`config.mk`:
```
export PLATFORM = sky130hd
export DESIGN_NAME = spi_master
export DESIGN_NICKNAME = d
export VERILOG_FILES = /design/src/rtl/spi_master.sv
export SDC_FILE = /design/constraint.sdc
export NUM_CORES = 1
export LEC_CHECK = 0
export BUFFER_PORTS_ARGS = -buffer_cell sky130_fd_sc_hd__buf_2
export CORE_ASPECT_RATIO = 1.4
export CORE_MARGIN = 10
export CORE_UTILIZATION = 50
export CTS_BUF_LIST = sky130_fd_sc_hd__clkbuf_4 sky130_fd_sc_hd__clkbuf_8
export DETAILED_ROUTE_END_ITERATION = 8
export PLACE_DENSITY = 0.7
export SLEW_MARGIN = 25
export SYNTH_ARGS = -nofsm -noshare
export SYNTH_HDL_FRONTEND = slang
export SYNTH_SLANG_ARGS = --single-unit
```
`constraint.sdc`:
```
create_clock -name i_spi_master_clk -period 3 [get_ports i_spi_master_clk]
set_clock_uncertainty 0.15 [all_clocks]
set_input_delay 0.6 -clock i_spi_master_clk [delete_from_list [all_inputs] [get_ports i_spi_master_clk]]
set_output_delay 0.6 -clock i_spi_master_clk [all_outputs]
set_load 0.005 [all_outputs]
```
`src/rtl/spi_master.sv`:
```
// SPI mode-0 master sending a 10-bit command/address frame MSB first.
// Read frames (command 2'b11) add a turnaround period and capture one byte from MISO.
module spi_master #(
  parameter int CLK_DIV = 2
) (
  input  logic       i_spi_master_clk,
  input  logic       i_spi_master_rst,
  input  logic [9:0] i_spi_master_tx_data,
  input  logic       i_spi_master_tx_valid,
  output logic       o_spi_master_ready,
  input  logic       i_spi_master_miso,
  output logic       o_spi_master_sclk,
  output logic       o_spi_master_ss_n,
  output logic       o_spi_master_mosi,
  output logic [7:0] o_spi_master_rx_data,
  output logic       o_spi_master_rx_valid
);

  localparam logic [2:0] IDLE  = 3'd0;
  localparam logic [2:0] SETUP = 3'd1;
  localparam logic [2:0] TX    = 3'd2;
  localparam logic [2:0] TURN  = 3'd3;
  localparam logic [2:0] RX    = 3'd4;
  localparam logic [2:0] DONE  = 3'd5;

  localparam logic [7:0] DIV_LAST = 8'(CLK_DIV - 1);

  logic [2:0] state_q, state_d;
  logic [7:0] divCnt_q, divCnt_d;
  logic [3:0] bitCnt_q, bitCnt_d;
  logic [8:0] txShift_q, txShift_d;
  logic       isRead_q, isRead_d;
  logic       sclk_q, sclk_d;
  logic       mosi_q, mosi_d;
  logic [7:0] rxShift_q, rxShift_d;
  logic [7:0] rxData_q, rxData_d;
  logic       rxValid_q, rxValid_d;
  logic       halfEnd;

  assign halfEnd = (divCnt_q == DIV_LAST);

  // sclk_q doubles as the half-period phase: 1 = high half, 0 = low half of a bit.
  always_comb begin
    state_d   = state_q;
    divCnt_d  = divCnt_q;
    bitCnt_d  = bitCnt_q;
    txShift_d = txShift_q;
    isRead_d  = isRead_q;
    sclk_d    = sclk_q;
    mosi_d    = mosi_q;
    rxShift_d = rxShift_q;
    rxData_d  = rxData_q;
    rxValid_d = 1'b0;

    case (state_q)
      IDLE: begin
        if (i_spi_master_tx_valid) begin
          state_d   = SETUP;
          txShift_d = i_spi_master_tx_data[8:0];
          isRead_d  = (i_spi_master_tx_data[9:8] == 2'b11);
          mosi_d    = i_spi_master_tx_data[9];
          divCnt_d  = 8'd0;
          bitCnt_d  = 4'd0;
          sclk_d    = 1'b0;
        end
      end

      SETUP: begin
        if (halfEnd) begin
          state_d  = TX;
          divCnt_d = 8'd0;
          sclk_d   = 1'b1;
        end else begin
          divCnt_d = divCnt_q + 8'd1;
        end
      end

      // The next MOSI bit is launched on the falling edge; zeros shift in behind bit 0.
      TX: begin
        if (!halfEnd) begin
          divCnt_d = divCnt_q + 8'd1;
        end else begin
          divCnt_d = 8'd0;
          if (sclk_q) begin
            sclk_d    = 1'b0;
            mosi_d    = txShift_q[8];
            txShift_d = {txShift_q[7:0], 1'b0};
          end else if (bitCnt_q == 4'd9) begin
            bitCnt_d = 4'd0;
            state_d  = isRead_q ? TURN : DONE;
          end else begin
            bitCnt_d = bitCnt_q + 4'd1;
            sclk_d   = 1'b1;
          end
        end
      end

      TURN: begin
        if (!halfEnd) begin
          divCnt_d = divCnt_q + 8'd1;
        end else begin
          divCnt_d = 8'd0;
          if (bitCnt_q == 4'd1) begin
            bitCnt_d  = 4'd0;
            state_d   = RX;
            sclk_d    = 1'b1;
            rxShift_d = {rxShift_q[6:0], i_spi_master_miso};
          end else begin
            bitCnt_d = bitCnt_q + 4'd1;
          end
        end
      end

      // MISO is captured on the same clock edge that raises SCLK.
      RX: begin
        if (!halfEnd) begin
          divCnt_d = divCnt_q + 8'd1;
        end else begin
          divCnt_d = 8'd0;
          if (sclk_q) begin
            sclk_d = 1'b0;
          end else if (bitCnt_q == 4'd7) begin
            bitCnt_d  = 4'd0;
            state_d   = DONE;
            rxData_d  = rxShift_q;
            rxValid_d = 1'b1;
          end else begin
            bitCnt_d  = bitCnt_q + 4'd1;
            sclk_d    = 1'b1;
            rxShift_d = {rxShift_q[6:0], i_spi_master_miso};
          end
        end
      end

      DONE: begin
        mosi_d = 1'b0;
        if (halfEnd) begin
          state_d  = IDLE;
          divCnt_d = 8'd0;
        end else begin
          divCnt_d = divCnt_q + 8'd1;
        end
      end

      default: begin
        state_d  = IDLE;
        divCnt_d = 8'd0;
        bitCnt_d = 4'd0;
        sclk_d   = 1'b0;
        mosi_d   = 1'b0;
      end
    endcase
  end

  always_ff @(posedge i_spi_master_clk or posedge i_spi_master_rst) begin
    if (i_spi_master_rst) begin
      state_q   <= IDLE;
      divCnt_q  <= 8'd0;
      bitCnt_q  <= 4'd0;
      txShift_q <= 9'd0;
      isRead_q  <= 1'b0;
      sclk_q    <= 1'b0;
      mosi_q    <= 1'b0;
      rxShift_q <= 8'd0;
      rxData_q  <= 8'h00;
      rxValid_q <= 1'b0;
    end else begin
      state_q   <= state_d;
      divCnt_q  <= divCnt_d;
      bitCnt_q  <= bitCnt_d;
      txShift_q <= txShift_d;
      isRead_q  <= isRead_d;
      sclk_q    <= sclk_d;
      mosi_q    <= mosi_d;
      rxShift_q <= rxShift_d;
      rxData_q  <= rxData_d;
      rxValid_q <= rxValid_d;
    end
  end

  assign o_spi_master_ready    = (state_q == IDLE);
  assign o_spi_master_ss_n     = (state_q == IDLE) || (state_q == DONE);
  assign o_spi_master_sclk     = sclk_q;
  assign o_spi_master_mosi     = mosi_q;
  assign o_spi_master_rx_data  = rxData_q;
  assign o_spi_master_rx_valid = rxValid_q;

endmodule

```
==> results of run 1 <==
## worst max-delay path: cells and delay by family, from the launching register on
kind          cells  cell delay, ns
simple gates      4            1.30
fa+ha+maj         1            0.15
mux               1            0.30
buf+inv           1            0.08
flops             1            0.41
## through the flow
step | total power [mW] | cells | hold slack, ns | instance area (um^2)
finish | 2.33 | 306 | 0.173 | 2660
global route | 2.49 | 306 | 0.219 | 2660
CTS | 2.35 | 306 | 0.243 | 2660
detailed placement | 1.88 | 298 | 0.342 | 2540
global placement | 1.85 | 298 | 0.333 | 2540
floorplan | 1.68 | 210 | 0.325 | 2370
## logic make-up after synthesis
logic type | after synthesis | synth area share, %
AND/OR/NAND/NOR | 68 | 16.5
flip-flops | 44 | 46.5
AO/OA/AOI/OAI | 37 | 10.7
multiplexers | 36 | 17.2
buffers and inverters | 15 | 4.81
XOR/XNOR | 6 | 2.22
adder cells (fa/ha/maj) | 4 | 2.11
## placed cells by master, fill, tap and decap left out, drive strengths merged, types with 2 or more instances in the layout
master / synthesis / layout
and3: 2 / 2
nor3: 2 / 2
dfrtp: 44 / 44
clkbuf: 6 / 5
inv: 8 / 9
or2: 4 / 4
o31ai: 4 / 4
nand2: 16 / 16
buf: 1 / 33
o21ai: 13 / 13
or4: 2 / 2
nand2b: 5 / 5
a21oi: 7 / 7
nand3: 5 / 5
ha: 4 / 4
nor2b: 4 / 4
mux2: 35 / 35
nor2: 13 / 13
xnor2: 5 / 5
or3: 3 / 3
nor4: 2 / 2
## synthesized netlist by cell type (2+ instances only)
cell,number
o31ai_1,4
or3_1,2
dfrtp_1,44
mux2_2,34
nor4_1,2
nand2_1,16
o21ai_0,13
inv_1,8
nand2b_1,5
nor2_1,12
ha_1,4
xnor2_1,5
nand3_1,5
or2_2,3
nor3_1,2
clkbuf_8,5
a21oi_1,7
nor2b_1,4
## metal layers
| layer | vias up | GRT usage (%) | wire length, um |
|---|---|---|---|
| met5 | - | 0 | 0 |
| li1 | 817 | - | - |
| met4 | 0 | 4.56 | 70 |
| met3 | 6 | 3.01 | 146 |
| met2 | 26 | 19.4 | 2140 |
| met1 | 826 | 13.6 | 2010 |
## power groups by stage
stage / sequential, mW / clock (mW) / combinational, mW
6_report: 0.836 / 0.461 / 1.03
5_1_grt: 0.858 / 0.492 / 1.14
4_1_cts: 0.838 / 0.474 / 1.03
3_5_place_dp: 0.851 / 0 / 1.03
3_3_place_gp: 0.845 / 0 / 1.01
2_1_floorplan: 0.837 / 0 / 0.848
## state kept, by name, summed over array words and instances, names as in the netlist
signal / flops
state_q: 3
txShift_q: 9
bitCnt_q: 4
o_spi_master_mosi: 1
o_spi_master_sclk: 1
o_spi_master_rx_data: 8
o_spi_master_rx_valid: 1
divCnt_q: 8
isRead_q: 1
rxShift_q: 8
## path summary, 6_finish.rpt
path | from | to | cells past startpoint | slack (ns)
min in group i_spi_master_clk | o_spi_master_rx_data[5] | o_spi_master_rx_data[5] | 1 | 0.36
worst min register to register | o_spi_master_rx_data[5] | o_spi_master_rx_data[5] | 1 | 0.36
worst max register to register | divCnt_q[1] | state_q[0] | 7 | 0.48
max in group asynchronous | i_spi_master_rst | divCnt_q[1] | 3 | 1.88
worst max-delay path | divCnt_q[1] | state_q[0] | 7 | 0.48
worst min-delay path | i_spi_master_rst | rxShift_q[0] | 2 | 0.17
## area by class of cell
class                           instances  area [um^2]  share of cell area, %
Timing Repair Buffer                   33          183                   6.87
Multi-Input combinational cell        151         1150                   43.4
Sequential cell                        44         1100                   41.4
Clock inverter                          3         46.3                   1.74
Inverter                                8         30.0                   1.13
Tap cell                               62         77.6                   2.92
Clock buffer                            5         68.8                   2.59
==> results.cfg, run 1 <==
[critical_path]
critical_path.cell_chain = inv_1 > ha_1 > or3b_2 > or2_4 > and3_4 > or3_4 > mux2_4
required_ns = 3.03
slowest_stage = or3b_2
arrival_ns = 2.55
critical_path_class = reg2reg
crit_fanout = 5
slowest_delay_ns = 0.49
cp-end-kind = flop
cp-start-kind = flop

[routing]
firstDrtPassIters = 4
drtIter0Drc = 73
vias_per_cell = 5.47
drc_errors = 0
vias = 1675
wirelength_mm = 4.37
routedWlPerCell_um = 14.3
antenna_left = 0

[clock_tree]
cts-root-buf = clkbuf_8
cts_resized = 0
clock_path_buffers = 2
post_cts_buffers = 0
numCtsBuffers = 5
cts_sinks = 44
cts_tree = built
insertion_delay_ns = 0.30
htree_levels = 2
path_clk_slew_ns = 0.09
postCtsHoldBufs = 0

[cells_and_area]
num_antenna_cells = 0
drive_above_1_share_pct = 36.9
fillers = 434
post-route-util_pct = 58.2
areaGrowthSynthToFinish_pct = 12.3
nets = 261

[synth]
synth-warning-count = 0
synth-edff-count = 0
netlist_area_um2 = 2370
synth_seq_area_share_pct = 46.5
avgSynthCellArea_um2 = 11.3
netlist_top_cells_area = dfrtp_1 46%, mux2_2 16%, clkbuf_8 2.9%
ys.flop_type = dfrtp_1
synth_cell_types = 53
synthArstFlopShare_pct = 100
yosys.area.top_type = dfrtp_1
synth_top_area_share_pct = 46.5
synth-seq-cells = 44
synth_nets = 228
synthCells = 210

[die]
fp.dieArea_um2 = 7930
rows = 29
core-area_um2 = 4570
initial_core_util_pct = 51.8
die_w_um = 78.2
io_pins = 27
die_h_um = 101

[timing]
slew_headroom_pct = 64.7
setup-violations-final = 0
hold_viol = 0
final.setup.tns_ns = 0
rsz0062_at_grt = no
max_freq_mhz = 397
slew_viol_final = 0
fin_crit_sh_pct = 83.9
setup_ws_ns = 0.484
worst_pin_slew_ns = 0.529
fin_crit_ns = 2.52

[grt]
grt_usage_pct = 11.5
grt_pass1_vias = 1689
grt_max_degree = 28
grt.overflow.total = 0
grt_antenna_before_repair = 0
grt_pass1_wl_mm = 7.54

[power]
pwr-share-clk_pct = 19.8
power.internal_mw = 1.49
p_comb_share_pct = 44.3
power_density_nw_per_um2 = 875
leakagePower_nw = 1.23
switching_share_pct = 36.0
p_switching_uw = 839
seq_power_share_pct = 35.9
ir_worst_vdd_mv = 0.454

[place]
hpwlAfterDp_mm = 3.22
port_buffers = 26
place_ws_ns = 0.492
finalWeightedCongestion = 0.830

[outcome]
status = complete, no violations

[flow_run]
drv_cap = 0

[worst_hold_path]
hp-class = in2async
Power figures use the tool's default switching activity.
==> inputs of run 2 (changes only) <==
PLACE_DENSITY = 0.73   (was 0.7)
clock period = 2.2 ns   (was 3 ns; I/O delays follow)
==> run 2 against run 1 <==
Effect of this change:
- the run now ends with setup timing left
- setup slack lost 0.62 ns
- non-clock buffer count grew 26
- hold slack improved by 0.019 ns
- combinational power is 97% higher
- count of clock-buffer cells in the layout did not move
- global-route usage grew 1.7 points
- cell count is 8.5% higher
- sequential share of layout area decreased by 5.4 points
- first-iteration DRC count rose by 30%
- routed wire length rose by 16%
- largest cell class unchanged
- register-to-register slack worse by 0.62 ns
- clock power increased by 40%
==> results.cfg, run 2 (synthesized netlist as in run 1, its figures left out) <==
[outcome]
status = finished, violations left
violations = setup timing

[cells_and_area]
areaGrowthSynthToFinish_pct = 29.3
num_antenna_cells = 0
mostFrequentLayoutCell = dfrtp_1
largest_reg_flops = 9
final_cell_mix = 44 x dfrtp_1, 26 x mux2_2, 26 x buf_2, 26 x buf_4, 16 x nand2_1
fin_area_um2 = 3060
nets = 287
drive_above_1_share_pct = 47.4
regMostFlops = txShift_q

[place]
place_ws_ns = -0.169
hpwlAfterDp_mm = 3.49
port_buffers = 26
finalWeightedCongestion = 0.793
placed_cell_area_um2 = 2760

[timing]
worst_pin_slew_ns = 0.640
fin_crit_sh_pct = 106
slew_headroom_pct = 57.1
setup-violations-final = 24
max_freq_mhz = 429
hold_viol = 0
rsz0062_at_grt = yes
fin_crit_ns = 2.33
slew_viol_final = 0
setup_ws_ns = -0.133

[critical_path]
cp-start-kind = flop
crit_fanout = 3
required_ns = 2.25
arrival_ns = 2.39
cp-end-kind = flop
critical_path_class = reg2reg

[routing]
wirelength_mm = 5.09
firstDrtPassIters = 4
drc_errors = 0
vias_per_cell = 5.35
routedWlPerCell_um = 15.3
antenna_left = 0
vias = 1777
drtIter0Drc = 95

[die]
initial_core_util_pct = 51.8
die_w_um = 78.2
core-area_um2 = 4570
die_h_um = 101
rows = 29
fp.dieArea_um2 = 7930
io_pins = 27

[grt]
grt_antenna_before_repair = 0
grt_usage_pct = 13.2
grt_pass1_vias = 1877
grt_max_degree = 28
grt.overflow.total = 0
grt_pass1_wl_mm = 8.62

[flow_run]
drv_cap = 0

[clock_tree]
path_clk_slew_ns = 0.09
cts-root-buf = clkbuf_8
insertion_delay_ns = 0.31
clock_path_buffers = 2
cts_sinks = 44
cts_tree = built
htree_levels = 2
numCtsBuffers = 5

[power]
power_density_nw_per_um2 = 1250
leakagePower_nw = 1.41
ir_worst_vdd_mv = 0.659

[worst_hold_path]
hp-class = in2reg
run 2: metrics by stage:
step / hold slack [ns] / util, % / power [mW] / setup TNS [ns] / std cells
after floorplan: 0.325 / - / 2.33 / -0.850 / 210
after global placement: 0.317 / 60.3 / 2.78 / -0.825 / 318
after detailed placement: 0.320 / 60.3 / 2.82 / -1.65 / 318
after CTS: 0.193 / 64.2 / 3.55 / -1.12 / 328
after global routing: 0.201 / 67.0 / 4.11 / -2.70 / 332
final: 0.191 / 67.0 / 3.82 / -1.16 / 332
run 2: per-layer routing:
metal	vias up	share of wire, %	track usage [%]	wire [um]
met5	-	0	0	0
met4	0	2.4	5.53	124
met3	11	5.3	3.90	271
met2	38	50	22.9	2550
met1	854	42	14.7	2140
li1	874	-	-	-
run 2: final timing paths:
path | startpoint | end | slack (ns) | cells past startpoint
max in group asynchronous | i_spi_master_rst | divCnt_q[0] | 0.87 | 4
hold reg to reg | o_spi_master_rx_data[4] | o_spi_master_rx_data[4] | 0.36 | 1
min in group asynchronous | i_spi_master_rst | o_spi_master_rx_data[0] | 0.52 | 3
setup reg to reg | divCnt_q[1] | state_q[0] | -0.13 | 7
setup / recovery | divCnt_q[1] | state_q[0] | -0.13 | 7
hold / removal | i_spi_master_tx_data[0] | txShift_q[0] | 0.19 | 3
run 2: timing repair:
item / in CTS / in global routing
setup endpoints to repair: 20 / 30
gates cloned: 0 / 1
hold buffers: 1 / 0
hold endpoints to repair: 17 / 0
pin swaps: 2 / 4
setup buffers: 1 / 3
resized for setup: 11 / 15
run 2: area by class of cell:
| cell class | instances | area, um^2 |
|---|---|---|
| fillers | 370 | 1510 |
| multi-input cells | 151 | 1300 |
| clock inverters | 3 | 46.3 |
| clock buffers | 5 | 68.8 |
| flip-flops and latches | 44 | 1100 |
| well taps | 62 | 77.6 |
| repair buffers | 59 | 443 |
| inverters | 8 | 30.0 |
run 2: critical path: stages, from the launching register on:
cell	delay, ns
dfrtp_1	0.40
inv_2	0.08
ha_4	0.13
or3b_4	0.38
or2_4	0.28
and3_4	0.18
or3_4	0.34
mux2_4	0.30
run 2: report_power, final:
part	internal (mW)	total (mW)	leakage, nW	switching (mW)
clock	0.342	0.647	0.0548	0.305
combinational	1.09	2.03	0.778	0.937
sequential	1.01	1.14	0.582	0.130
==> inputs of run 3 (changes only) <==
--- a/config.mk
+++ b/config.mk
@@ -10,6 +10,5 @@
 export CORE_MARGIN = 10
-export CORE_UTILIZATION = 50
-export CTS_BUF_LIST = sky130_fd_sc_hd__clkbuf_4 sky130_fd_sc_hd__clkbuf_8
+export CORE_UTILIZATION = 52
 export DETAILED_ROUTE_END_ITERATION = 8
-export PLACE_DENSITY = 0.73
+export PLACE_DENSITY = 0.75
 export SLEW_MARGIN = 25
--- a/constraint.sdc
+++ b/constraint.sdc
@@ -4,2 +4,2 @@
 set_output_delay 0.44 -clock i_spi_master_clk [all_outputs]
-set_load 0.005 [all_outputs]
+set_load 0.05 [all_outputs]
==> run 3 against run 2 <==
Effect of this change:
- the flow still finishes with violations (setup timing)
- design area up 1.4%
- flip-flop and latch count unchanged
- critical endpoint unchanged
- highest routed layer unchanged
- via count up 2.5%
==> results.cfg, run 3 (synthesized netlist as in run 1, its figures left out) <==
[grt]
grt_usage_pct = 13.3
top_usage_layer = met2
grt.overflow.total = 0
grt_pass1_wl_mm = 8.41
grt_max_degree = 45
grt_antenna_before_repair = 0
grt_util_met1_pct = 14.3
grt_pass1_vias = 1866
grt_use_met3_pct = 3.22
use_met2_pct = 24.1

[timing]
slew_viol_final = 0
worst_pin_slew_ns = 0.399
setup_ws_ns = -0.133
fin_crit_sh_pct = 106
fin_crit_ns = 2.33
hold_viol = 0
slew_headroom_pct = 73.2
setup-violations-final = 14
max_freq_mhz = 429
rsz0062_at_grt = yes

[critical_path]
critical_path_class = reg2reg
arrival_ns = 2.38
slowest_stage = dfrtp_1
slowest_delay_ns = 0.39
critical_path.cell_chain = inv_2 > ha_4 > or3b_4 > or2_4 > and3_4 > or3_4 > mux2_4
reg2reg_from = divCnt_q[1]
crit_fanout = 3
ff2ff_setup_slack_ns = -0.13
startpoint = divCnt_q[1]
cp-end-kind = flop
cp-start-kind = flop
required_ns = 2.24

[cells_and_area]
post-route-util_pct = 69.6
areaGrowthSynthToFinish_pct = 31.1
fin_area_um2 = 3110
nets = 290
regMostFlops = txShift_q
final_cells = 335
final_cell_mix = 43 x dfrtp_1, 31 x buf_4, 24 x buf_2
largest_reg_flops = 9
num_antenna_cells = 0
drive_above_1_share_pct = 49.5
mostFrequentLayoutCell = dfrtp_1

[clock_tree]
cts-root-buf = clkbuf_8
cts_sinks = 44
numCtsBuffers = 5
postCtsHoldBufs = 0
clock_path_buffers = 2
cts_tree = built
insertion_delay_ns = 0.30
htree_levels = 2
path_clk_slew_ns = 0.09

[power]
p_comb_share_pct = 55.6
seq_power_share_pct = 28.8
switching_share_pct = 37.7
leakagePower_nw = 1.45
power_density_nw_per_um2 = 1290
p_switching_mw = 1.51
pwr-share-clk_pct = 15.6
power.internal_mw = 2.49
ir_worst_vdd_mv = 0.912

[place]
place_ws_ns = -0.193
port_buffers = 26
placed_cell_area_um2 = 2800
hpwlAfterDp_mm = 3.67
dp.cells = 323
finalWeightedCongestion = 0.858

[routing]
vias = 1822
vias_per_cell = 5.44
firstDrtPassIters = 4
wirelength_mm = 5.20
drc_errors = 0
drtIter0Drc = 68
routedWlPerCell_um = 15.5
antenna_left = 0

[outcome]
status = finished, violations left
violations = setup timing

[flow_run]
drv_cap = 0

[die]
rows = 29
fp.dieArea_um2 = 7690
die_w_um = 77.0
die_h_um = 99.9
core-area_um2 = 4460
io_pins = 27
initial_core_util_pct = 53.1

[worst_hold_path]
hp-class = in2async
==> run 3: cell types whose count changed in the layout (fill, tap and decap cells not counted), moves of 2 or more <==
cell	change
buf_4	+5
buf_2	-2
mux2_4	+8
mux2_2	-8
==> run 3: per-layer routing <==
| layer | up-vias | wire [um] |
|---|---|---|
| li1 | 870 | - |
| met1 | 881 | 2210 |
| met2 | 54 | 2610 |
| met3 | 17 | 215 |
| met4 | 0 | 163 |
| met5 | - | 0 |
==> run 3: final timing paths <==
check | cells past startpoint | end
min in group i_spi_master_clk | 3 | txShift_q[0]
setup / recovery | 7 | state_q[0]
max in group asynchronous | 3 | o_spi_master_sclk
hold reg to reg | 1 | o_spi_master_rx_data[5]
setup reg to reg | 7 | state_q[0]
hold / removal | 3 | o_spi_master_mosi
==> run 3: critical path, delay by kind of cell, from the launching register on <==
| family | cells | cell delay, ns |
|---|---|---|
| AND/OR/NAND/NOR | 4 | 1.18 |
| adder cells (fa/ha/maj) | 1 | 0.12 |
| buffers and inverters | 1 | 0.08 |
| multiplexers | 1 | 0.30 |
| flip-flops | 1 | 0.39 |
==> run 3: power groups by stage <==
stage          clock (mW)  combinational [mW]  sequential, mW
6_report            0.623                2.22            1.15
3_3_place_gp            0                1.81            1.15
5_1_grt             0.662                2.41            1.18
4_1_cts             0.630                1.95            1.15
2_1_floorplan           0                1.27            1.20
3_5_place_dp            0                1.86            1.16
==> run 3: area by class of cell <==
| class | count | area (um^2) |
|---|---|---|
| clock buffer | 5 | 68.8 |
| clock inverter | 3 | 42.5 |
| fill | 337 | 1360 |
| inverter | 8 | 30.0 |
| multi-input combinational | 151 | 1310 |
| sequential | 44 | 1100 |
| tap | 62 | 77.6 |
| timing repair buffer | 62 | 472 |
==> run 3: per-stage QoR <==
stage | hold WS, ns | setup TNS, ns | power [mW]
finish | 0.00480 | -0.767 | 3.99
global route | 0.0276 | -2.07 | 4.25
CTS | 0.0173 | -0.599 | 3.73
detailed placement | 0.340 | -2.28 | 3.01
global placement | 0.335 | -0.813 | 2.96
floorplan | 0.325 | -0.850 | 2.47
==> run 3: timing repair <==
action	in CTS	in global routing
gates resized for setup	12	26
cloned	0	1
setup endpoints to repair	26	29
buffers inserted	1	2
pin swaps	1	3
